`config.mk`:
```
export PLATFORM = sky130hd
export DESIGN_NAME = busca_sar
export DESIGN_NICKNAME = d
export VERILOG_FILES = /design/src/rtl/busca_pkg.sv /design/src/rtl/busca_sar.sv
export SDC_FILE = /design/constraint.sdc
export NUM_CORES = 1
export LEC_CHECK = 0
export ABC_CLOCK_PERIOD_IN_PS = 1400
export CORE_MARGIN = 2
export CORE_UTILIZATION = 45
export CTS_BUF_LIST = sky130_fd_sc_hd__clkbuf_8 sky130_fd_sc_hd__clkbuf_16
export DETAILED_ROUTE_END_ITERATION = 8
export GPL_TIMING_DRIVEN = 1
export PLACE_DENSITY = 0.82
export SLEW_MARGIN = 20
export SYNTH_ARGS = -nofsm -noshare
export SYNTH_HDL_FRONTEND = slang
export SYNTH_SLANG_ARGS = --single-unit
```
`constraint.sdc`:
```
create_clock -name clk -period 1.4 [get_ports clk]
set_input_delay 0.35 -clock clk [delete_from_list [all_inputs] [get_ports clk]]
set_output_delay 0.35 -clock clk [all_outputs]
set_load 0.02 [all_outputs]
```
`src/rtl/busca_pkg.sv`:
```
// -----------------------------------------------------------------------------
// busca_pkg -- shared definitions for the successive-approximation searcher.
//   state_t        : FSM state encoding (IDLE, TEST, DONE)
//   BUSCA_N_STATES : number of FSM states
// -----------------------------------------------------------------------------
package busca_pkg;

  typedef enum logic [1:0] {
    ST_IDLE = 2'd0,
    ST_TEST = 2'd1,
    ST_DONE = 2'd2
  } state_t;

  localparam int BUSCA_N_STATES = 3;

endpackage : busca_pkg

```
`src/rtl/busca_sar.sv`:
```
// -----------------------------------------------------------------------------
// busca_sar -- successive-approximation search initiator.
//
// Drives a trial value (palpite) to an external comparator and resolves one
// bit per clock from MSB to LSB, using the comparator's maior/menor/igual
// answer sampled on the following edge.
//
// Handshake: start is sampled only in IDLE; a search then occupies exactly
// the TEST cycles (busy high), enters DONE for one cycle, and done pulses
// for one cycle on the edge leaving DONE. start seen in TEST or DONE is
// dropped, never queued. valor and erro hold until the next accepted start.
//
// Ports:
//   clk, rst_n     : clock, asynchronous active-low reset
//   start          : request a new search (IDLE only)
//   maior/menor/igual : comparator answer for the current palpite
//   palpite        : registered trial value to the comparator
//   valor          : search result
//   busy           : high while in TEST
//   done           : one-cycle completion pulse
//   erro           : comparator answer was not exactly one-hot
//   o_dbg_state    : current FSM state, for observation only
//
// Configuration macro: BUSCA_SAR_EARLY_EXIT_EN -- when defined, an igual
// answer ends the search immediately with valor = palpite.
// -----------------------------------------------------------------------------
module busca_sar
  import busca_pkg::*;
#(
  parameter int WIDTH = 4
) (
  input  logic             clk,
  input  logic             rst_n,
  input  logic             start,
  input  logic             maior,
  input  logic             menor,
  input  logic             igual,
  output logic [WIDTH-1:0] palpite,
  output logic [WIDTH-1:0] valor,
  output logic             busy,
  output logic             done,
  output logic             erro,
  output state_t           o_dbg_state
);

  localparam int IW = (WIDTH > 1) ? $clog2(WIDTH) : 1;
  localparam logic [IW-1:0]    IDX_MSB  = IW'(WIDTH - 1);
  localparam logic [WIDTH-1:0] MSB_ONLY = {1'b1, {(WIDTH-1){1'b0}}};

`ifdef BUSCA_SAR_EARLY_EXIT_EN
  localparam bit EARLY_EXIT = 1'b1;
`else
  localparam bit EARLY_EXIT = 1'b0;
`endif

  state_t           r_state;
  logic [WIDTH-1:0] r_palpite;
  logic [WIDTH-1:0] r_result;   // bits already resolved (above r_idx)
  logic [WIDTH-1:0] r_valor;
  logic [IW-1:0]    r_idx;
  logic             r_busy;
  logic             r_done;
  logic             r_erro;

  logic [1:0]       w_hits;
  logic             w_onehot;
  logic [WIDTH-1:0] w_bit_sel;
  logic [WIDTH-1:0] w_result_next;
  logic [WIDTH-1:0] w_guess_next;

  // palpite is always r_result with the bit under test set, so keeping the
  // bit means OR-ing it into r_result and clearing it means leaving it out.
  always_comb begin
    w_hits        = {1'b0, maior} + {1'b0, menor} + {1'b0, igual};
    w_onehot      = (w_hits == 2'd1);
    w_bit_sel     = WIDTH'(1) << r_idx;
    w_result_next = (maior || igual) ? (r_result | w_bit_sel) : r_result;
    // Shifting the selector right lands on bit i-1; at i=0 it is unused.
    w_guess_next  = w_result_next | (w_bit_sel >> 1);
  end

  always_ff @(posedge clk or negedge rst_n) begin
    if (!rst_n) begin
      r_state   <= ST_IDLE;
      r_palpite <= '0;
      r_result  <= '0;
      r_valor   <= '0;
      r_idx     <= IDX_MSB;
      r_busy    <= 1'b0;
      r_done    <= 1'b0;
      r_erro    <= 1'b0;
    end else begin
      r_done <= 1'b0;
      unique case (r_state)
        ST_IDLE: begin
          if (start) begin
            r_result  <= '0;
            r_erro    <= 1'b0;
            r_idx     <= IDX_MSB;
            r_palpite <= MSB_ONLY;
            r_busy    <= 1'b1;
            r_state   <= ST_TEST;
          end
        end
        ST_TEST: begin
          if (!w_onehot) begin
            r_erro  <= 1'b1;
            r_valor <= r_result;
            r_busy  <= 1'b0;
            r_state <= ST_DONE;
          end else if (EARLY_EXIT && igual) begin
            r_result <= r_palpite;
            r_valor  <= r_palpite;
            r_busy   <= 1'b0;
            r_state  <= ST_DONE;
          end else if (r_idx == '0) begin
            r_result <= w_result_next;
            r_valor  <= w_result_next;
            r_busy   <= 1'b0;
            r_state  <= ST_DONE;
          end else begin
            r_result  <= w_result_next;
            r_palpite <= w_guess_next;
            r_idx     <= r_idx - IW'(1);
          end
        end
        ST_DONE: begin
          r_done  <= 1'b1;
          r_state <= ST_IDLE;
        end
        default: begin
          r_state <= ST_IDLE;
          r_busy  <= 1'b0;
        end
      endcase
    end
  end

  assign palpite     = r_palpite;
  assign valor       = r_valor;
  assign busy        = r_busy;
  assign done        = r_done;
  assign erro        = r_erro;
  assign o_dbg_state = r_state;

endmodule : busca_sar

```
**Yosys cells after proc, flatten, opt, wreduce, memory -nomap -nowiden**

Cells that the tools add are included.

- $add $sub $neg: 3
- Shifts and indexed selects: 1
- Mux-type cells: 26
- Bitwise logic cells: 3
- Reduce and logical (&&, ||, !) cells: 10
- Eq/ne operators: 9

Operators with widths:

| cell | count |
|---|---|
| two-way mux 4 bit | 8 |
| one-hot mux 4 bit (2 select lines) | 2 |
| two-way mux 2 bit | 6 |
| AND reduction 3 bit | 3 |
| != test 2 bit, second input constant | 4 |
| one-hot mux 2 bit (2 select lines) | 2 |
| two-way mux 1 bit | 6 |
| equality test 2 x 1 -> 1 bit, second input constant | 2 |
| logical NOT 2 bit | 2 |
| bitwise OR 4 x 3 -> 4 bit | 1 |
| bitwise OR 4 bit | 1 |
| AND reduction 2 bit | 2 |
| AND reduction 4 bit | 1 |
| << shifter 1 x 2 -> 4 bit, first input constant | 1 |
| != test 3 bit, second input constant | 1 |
| one-hot mux 1 bit (3 select lines) | 1 |
| adder 1 x 1 -> 2 bit | 1 |
| adder 2 x 1 -> 2 bit | 1 |
| equality test 2 bit, second input constant | 1 |
| != test 2 x 1 -> 1 bit, second input constant | 1 |
| one-hot mux 1 bit (2 select lines) | 1 |
| nonzero test 2 bit | 1 |
| subtractor 2 x 1 -> 2 bit, second input constant | 1 |
| logical OR 1 bit | 1 |
| inverter 1 bit | 1 |

- Flip-flop bits (word level): 19
- Output and inout bits: 13

**Logic depth before layout (Yosys ltp)**

Gate-level depths: netlist of the first run.

- Depth after elaboration: 7
- Depth in mapped cells: 5

**Worst setup path before layout of the first run**

OpenSTA, ideal clock, no wires.

- Path type: input -> register
- Start: input port maior
- End: register r_idx[1]
- Stages on the path: 5
- Slack: -244 ps
- Setup time: 75 ps
- Arrival: 1570 ps
- Required time: 1325 ps
- Path buffers: 1
- Path through: fa_1 > and4bb_1 > nor2b_4 > buf_6 > mux2i_1

- Word-level cells in the longest chain between the ends: 5

RTL lines:

| item | RTL line | text |
|---|---|---|
| start, declared | busca_sar.sv:35 | `input logic maior,` |
| adder 1 x 1 -> 2 bit | busca_sar.sv:74 | `w_hits = {1'b0, maior} + {1'b0, menor} + {1'b0, igual};` |
| adder 2 x 1 -> 2 bit | busca_sar.sv:74 |  |
| equality test 2 x 1 -> 1 bit | busca_sar.sv:75 | `w_onehot = (w_hits == 2'd1);` |
| != test 2 bit (no line) | - |  |
| AND reduction 4 bit (no line) | - |  |
| end signal, assigned | busca_sar.sv:124 | `r_idx <= r_idx - IW'(1);` |
| end, declared | busca_sar.sv:60 | `logic [IW-1:0] r_idx;` |

Every way passes these cells.
A chain may end at the register's enable or synchronous reset.

**Worst setup path in the final report of the first run**

- Start: input port menor
- End: register r_palpite[1] (netlist: palpite[1])

- Word-level cells in the longest chain between the ends: 5

RTL lines:

| item | RTL line | text |
|---|---|---|
| start, declared | busca_sar.sv:36 | `input logic menor,` |
| adder 1 x 1 -> 2 bit | busca_sar.sv:74 |  |
| adder 2 x 1 -> 2 bit | busca_sar.sv:74 |  |
| equality test 2 x 1 -> 1 bit | busca_sar.sv:75 |  |
| != test 2 bit (no line) | - |  |
| AND reduction 4 bit (no line) | - |  |
| end signal, assigned | busca_sar.sv:123 | `r_palpite <= w_guess_next;` |
| end, declared | busca_sar.sv:57 | `logic [WIDTH-1:0] r_palpite;` |

Every way passes these cells.

==> results of run 1 <==
flip-flops by register name, indices dropped and copies added, names as in the netlist:
name         flops
palpite          4
r_result         4
valor            4
o_dbg_state      2
busy             1
r_idx            2
done             1
erro             1
power by group:
part | internal, mW | leakage, nW | switching (mW)
sequential | 0.704 | 0.243 | 0.0854
clock | 0.195 | 0.0269 | 0.178
combinational | 0.501 | 0.418 | 0.546
total | 1.40 | 0.688 | 0.809
cell usage after synthesis, types with 2 or more instances:
cell type and count:
dfstp_2 2, buf_6 2, ha_1 5, nand2b_1 3
nand2_1 4, inv_1 9, nor3_1 2, nor2_1 8
nor2b_1 7, mux2i_1 10, dfrtp_1 17, a21oi_1 8
per-layer routing:
| metal | part of all wire, % | GRT usage, % | vias to the layer above | wire (µm) |
|---|---|---|---|---|
| li1 | - | - | 375 | - |
| met1 | 43 | 21.63 | 381 | 881 |
| met2 | 54 | 29.44 | 16 | 1115 |
| met3 | 2.9 | 2.924 | 2 | 60 |
| met4 | 0.58 | 4.054 | 0 | 12 |
| met5 | 0 | 0 | - | 0 |
cells by family after synthesis:
kind of cell             after synthesis
AO/OA/AOI/OAI                         16
adder cells (fa/ha/maj)                6
buffers and inverters                 12
flip-flops                            19
multiplexers                          10
AND/OR/NAND/NOR                       30
per-stage QoR:
step	util (%)	worst slack [ps]	hold WS, ps
floorplan	-	-244.0	54.41
global placement	60.16	-755.3	485.1
detailed placement	60.16	-808.5	498.0
CTS	63.37	-163.9	432.9
global route	66.63	-206.5	460.9
finish	66.63	-146.1	419.8
cell type report:
class / instances / area share [%]
clock buffer: 3 / 2.885
sequential: 19 / 33.39
timing repair buffer: 33 / 19.41
inverter: 9 / 2.535
multi-input combinational: 62 / 39.07
clock inverter: 1 / 0.2622
tap: 28 / 2.448
timing repair:
item,CTS,global route
gates resized for setup,37,15
hold endpoints to repair,0,0
endpoints found under the setup margin,31,15
buffers inserted,3,1
pin swaps,8,5
worst max-delay path by stage:
stage	from	to	slack, ps	cells after the start
4_1_cts	menor	palpite[1]$_DFFE_PN0P_	-160	5
3_5_place_dp	maior	valor[0]$_DFFE_PN0P_	-810	6
6_report	menor	palpite[1]$_DFFE_PN0P_	-150	5
2_1_floorplan	maior	r_idx[1]$_DFFE_PN1P_	-240	5
5_1_grt	menor	palpite[3]$_DFFE_PN0P_	-210	5
3_3_place_gp	maior	palpite[3]$_DFFE_PN0P_	-760	5
==> results.md, run 1 <==
* Outcome: complete, but fails checks
* Failing checks: setup timing
* Vias per cell at 4.994
* Most frequent cells in the layout: 17 x dfrtp_1, 14 x buf_4, 13 x dlygate4sd2_1
* Period utilization at 110.4%
* RR Endpoint: valor[0]$_DFFE_PN0P_
* Drt drc at 0
* Synth Area in Simple Gates at 17.94%
* Setup violations, final at 11
* P per Cell Area at 1543 nW/µm²
* WL/cell at 13.35 µm
* LEAKAGE at 0.6879 nW
* Cell count after synthesis at 93
* Global-route wire length before repair at 3284 µm
* Fin Clk Skew at 1.173 ps
* Worst-path cell chain: buf_6 -> fa_2 -> and4bb_1 -> nor2b_4 -> mux2i_1
* Startpoint types: primary input
* Crit path buf inv count at 1
* Max Clock Freq at 646.8 MHz
* Port Buf Inserts at 18
* Largest family of logic cells by synthesized area: simple AND/OR/NAND/NOR gates
* Yosys Warn Count at 0
* Top cells by area, synth: dfrtp_1 43%, mux2i_1 10%, ha_1 6.3%
* Layout cells sized above 1 at 33.86%
* Layout net count at 140
* Pin count of the biggest net entering global routing at 20
* EDFF count, synth at 0
* First DRT Iteration DRCs at 9
* CTS Buf Count at 3
* Max-cap violations at 0
* Most common cell after layout, fill and taps aside: dfrtp_1
* Post-route setup TNS at -1009 ps
* Reg area at 478.0 µm²
* Core Box Area at 2148 µm²
* Pwr Total at 2.208 mW
* First-pass iteration count of the detailed router at 4
* Grt ovf at 0
* Die ar. at 2609 µm²
* Yosys top cell area share at 42.66%
* Complex-gate fraction of the synthesized area at 9.661%
* Worst setup path class: in2reg
* Clk slew on worst S/H paths at 70 ps
* WL final at 2069 µm
* Worst reg2reg setup slack at -80 ps
* Post-synthesis area per instance at 10.72 µm²
* Syn nets at 105
* Worst flop-to-flop path startpoint: r_idx[0]$_DFFE_PN1P_
* Mapped cell area at 997.2 µm²
* Area of the multi-input gates at 559.3 µm²
* Die Ht at 51.08 µm
* Worst skew pair latency at 250 ps
* Initial Util at 46.42%
* Detailed Place HPWL at 1473 µm
* Async set or reset register ratio after synthesis at 100.0%
* Synth Area in Adders at 8.281%
* Finished Layout Cells at 155
* Via count at 774
* CP max stage cell: fa_2
* Std-Cell Rows at 17
* Worst-path maximum fanout at 5
* CP Capture Type: flop
* Max Root-Sink Buffers at 2
* Fill cells at 164
* Initial antenna violation count at 0
* Critical path arrival at 1720 ps
* Placement Cell Area at 1292 µm²
* Synth Flop Type: dfrtp_1
* Final WS setup at -146.1 ps
* Max-slew violations at 0
* Final Cell Area at 1431 µm²
* Post-synth top area cell: dfrtp_1
* Dpl cells at 150
* Synthesized flop and latch total at 19
* CTS sink count at 19
* RSZ-0062 raised after global routing: true
* # diodes at 0
* Final hold vios at 0
* Vias in the first global route at 751
* Clock root buffer: clkbuf_8
* Synth-to-layout area growth at 43.54%
* CP peak stage delay at 570 ps
* CTS tree: done
* Die W at 51.08 µm
* GRT Total Usage at 16.87%
* Hold crit path type: in2async
* Detail Route Antenna Nets at 0
* Min Tclk post-route at 1546 ps
* Post-synthesis sequential area ratio at 47.93%
* Worst VDD drop at 0.0009271 V
* Post-synthesis mux area share at 10.04%
* # IOs at 19
* Worst r2r path cells at 6
* CP required at 1580 ps
* H-tree depth at 1
* Slew @ Worst Pin at 361.0 ps
* Slew headroom at 75.93%
* Hold_buf cts at 0
* Yosys cell types at 28
* RePlAce Congestion at 0.7648
* Top delay family on crit path: adder cells
* Post-synthesis xor/xnor area fraction at 0%
Note: power is estimated with default switching activity, not from simulation.
==> inputs of run 2 (changes only) <==
GPL_ROUTABILITY_DRIVEN = 0   (was default)
==> results of run 2 <==
No change in the layout: final DEF, timing and power equal those of run 1.
==> inputs of run 3 (changes only) <==
--- a/config.mk
+++ b/config.mk
@@ -8,4 +8,6 @@
 export ABC_CLOCK_PERIOD_IN_PS = 1400
+export CELL_PAD_IN_SITES_DETAIL_PLACEMENT = 1
+export CELL_PAD_IN_SITES_GLOBAL_PLACEMENT = 1
 export CORE_MARGIN = 2
-export CORE_UTILIZATION = 45
+export CORE_UTILIZATION = 35
 export CTS_BUF_LIST = sky130_fd_sc_hd__clkbuf_8 sky130_fd_sc_hd__clkbuf_16
@@ -15,3 +17,2 @@
 export PLACE_DENSITY = 0.82
-export SLEW_MARGIN = 20
 export SYNTH_ARGS = -nofsm -noshare
--- a/constraint.sdc
+++ b/constraint.sdc
@@ -3,2 +3,2 @@
 set_output_delay 0.35 -clock clk [all_outputs]
-set_load 0.02 [all_outputs]
+set_load 0.005 [all_outputs]
==> run 3 against run 2 <==
Effect of this change: the run still ends with setup timing left; hold slack got worse by 0.91 ps; sequential share of layout area fell by 0.23 points; sequential cell count did not move; maximum frequency fell by 0.53%; critical endpoint is now palpite[3]$_DFFE_PN0P_; largest power group unchanged.
==> results.md, run 3 (synthesized netlist as in run 1, its figures left out) <==
* Outcome: complete, but fails checks (unchanged)
* Failing checks: setup timing (unchanged)
* Sw frac at 33.73% (was 36.64%)
* Drt drc at 0 (unchanged)
* First-pass iteration count of the detailed router at 4 (unchanged)
* Pin count of the biggest net entering global routing at 20 (unchanged)
* Hold crit path type: in2async (unchanged)
* Clk slew on worst S/H paths at 80 ps (was 70 ps)
* H-tree depth at 1 (unchanged)
* WL/cell at 15.98 µm (was 13.35 µm)
* CTS tree: done (unchanged)
* Initial Util at 36.48% (was 46.42%)
* Clock root buffer: clkbuf_8 (unchanged)
* Psw at 731.2 µW (was 809.1 µW)
* Vias in the first global route at 890 (was 751)
* Min Tclk post-route at 1554 ps (was 1546 ps)
* Worst skew pair latency at 260 ps (was 250 ps)
* Pwr Total at 2.168 mW (was 2.208 mW)
* Std-Cell Rows at 19 (was 17)
* Post-route setup TNS at -1345 ps (was -1009 ps)
* Dpl cells at 152 (was 150)
* First DRT Iteration DRCs at 10 (was 9)
* Slew headroom at 81.36% (was 75.93%)
* P per Cell Area at 1496 nW/µm² (was 1543 nW/µm²)
* Max-slew violations at 0 (unchanged)
* CTS Buf Count at 3 (unchanged)
* Max Clock Freq at 643.4 MHz (was 646.8 MHz)
* Layout net count at 145 (was 140)
* CP Capture Type: flop (unchanged)
* CP required at 1590 ps (was 1580 ps)
* Fill cells at 306 (was 164)
* Die Ht at 57.38 µm (was 51.08 µm)
* Worst VDD drop at 0.0008606 V (was 0.0009271 V)
* Worst setup path class: in2reg (unchanged)
* Max Root-Sink Buffers at 2 (unchanged)
* Worst r2r path cells at 6 (unchanged)
* Final WS setup at -154.2 ps (was -146.1 ps)
* Most frequent cells in the layout: 19 x buf_4, 15 x dfrtp_1, 13 x dlygate4sd2_1 (was 17 x dfrtp_1, 14 x buf_4, 13 x dlygate4sd2_1)
* Layout cells sized above 1 at 37.12% (was 33.86%)
* Slew @ Worst Pin at 279.0 ps (was 361.0 ps)
* Port Buf Inserts at 18 (unchanged)
* # IOs at 19 (unchanged)
* Via count at 800 (was 774)
* Period utilization at 111.0% (was 110.4%)
* Sequential share of power at 36.4% (was 35.7%)
* Finished Layout Cells at 163 (was 155)
* Die ar. at 3292 µm² (was 2609 µm²)
* Clock power frac at 17.7% (was 16.9%)
* Vias per cell at 4.908 (was 4.994)
* Util after Layout at 53.00% (was 66.63%)
* Worst reg2reg setup slack at -130 ps (was -80 ps)
* Worst flop-to-flop path startpoint: r_idx[1]$_DFFE_PN1P_ (was r_idx[0]$_DFFE_PN1P_)
* RSZ-0062 raised after global routing: true (unchanged)
* LEAKAGE at 0.7035 nW (was 0.6879 nW)
* RR Endpoint: palpite[1]$_DFFE_PN0P_ (was valor[0]$_DFFE_PN0P_)
* Startpoint types: primary input (unchanged)
* Final hold vios at 0 (unchanged)
* Internal Pwr Total at 1.437 mW (was 1.399 mW)
* Detailed Place HPWL at 1869 µm (was 1473 µm)
* Synth-to-layout area growth at 45.29% (was 43.54%)
* CTS sink count at 19 (unchanged)
* WL final at 2605 µm (was 2069 µm)
* Initial antenna violation count at 0 (unchanged)
* Fin Clk Skew at 7.319 ps (was 1.173 ps)
* Max-cap violations at 0 (unchanged)
* Grt ovf at 0 (unchanged)
* Tightest hold margin at 418.9 ps (was 419.8 ps)
* Global-route wire length before repair at 4229 µm (was 3284 µm)
* Core Box Area at 2734 µm² (was 2148 µm²)
* GRT Total Usage at 17.05% (was 16.87%)
* Comb power frac at 45.8% (was 47.4%)
* Worst-path maximum fanout at 5 (unchanged)
* # diodes at 0 (unchanged)
* Detail Route Antenna Nets at 0 (unchanged)
* Setup violations, final at 14 (was 11)
* Die W at 57.38 µm (was 51.08 µm)
* Most common cell after layout, fill and taps aside: buf_4 (was dfrtp_1)
* Critical path arrival at 1740 ps (was 1720 ps)
==> run 3: changes by cell type in the layout (fill, tap and decap cells not counted), moves of 2 or more <==
| cell | before | now |
|---|---|---|
| dfrtp_2 | 0 | 2 |
| ha_4 | 3 | 1 |
| nor2b_4 | 5 | 2 |
| nor2b_2 | 1 | 4 |
| buf_4 | 14 | 19 |
| dfrtp_1 | 17 | 15 |
==> run 3: stage by stage <==
step,area (µm²),worst slack (ps)
finish,1449,-154.2
global route,1449,-238.9
CTS,1389,-162.2
detailed placement,1289,-837.9
global placement,1289,-767.9
floorplan,999.7,-243.7
==> run 3: final cells by class <==
cell class | count | area [µm²] | share of cell area [%]
Multi-Input combinational cell | 62 | 535.5 | 36.96
Sequential cell | 19 | 480.5 | 33.16
Clock inverter | 1 | 3.754 | 0.2591
Timing Repair Buffer | 38 | 315.3 | 21.76
Clock buffer | 3 | 41.29 | 2.850
Tap cell | 31 | 38.79 | 2.677
Inverter | 9 | 33.78 | 2.332
==> run 3: timing repair <==
item | 4_1_cts | 5_1_grt
setup endpoints to repair | 31 | 16
resized for setup | 39 | 9
pin swaps | 9 | 4
setup buffers | 6 | 2
hold buffers | 0 | 0
hold endpoints to repair | 0 | 0
==> run 3: power by group through the flow <==
stage	logic, mW	clock network [mW]	registers [mW]
2_1_floorplan	0.418	0	0.812
3_3_place_gp	0.826	0	0.810
3_5_place_dp	0.859	0	0.821
4_1_cts	0.925	0.387	0.792
5_1_grt	1.09	0.417	0.815
6_report	0.993	0.385	0.790
==> run 3: worst max path at each step <==
stage / from / to / slack [ps] / cells past startpoint
floorplan: maior / r_idx[1]$_DFFE_PN1P_ / -240 / 5
global placement: maior / palpite[0]$_DFFE_PN0P_ / -770 / 5
detailed placement: maior / valor[2]$_DFFE_PN0P_ / -840 / 6
CTS: igual / palpite[2]$_DFFE_PN0P_ / -160 / 5
global route: r_idx[1]$_DFFE_PN1P_ / palpite[1]$_DFFE_PN0P_ / -240 / 6
finish: igual / palpite[3]$_DFFE_PN0P_ / -150 / 5
==> run 3: layer usage <==
layer | wire, µm | global-route usage, % | vias up
li1 | - | - | 385
met1 | 1144 | 22.13 | 393
met2 | 1342 | 28.08 | 17
met3 | 57 | 2.041 | 5
met4 | 60 | 8.306 | 0
met5 | 0 | 0 | -
==> run 3: worst max-delay path, stage by stage <==
cell and delay [ps]:
buf_6 100, fa_1 570, and4bb_1 240, nor2b_4 250, mux2i_1 220
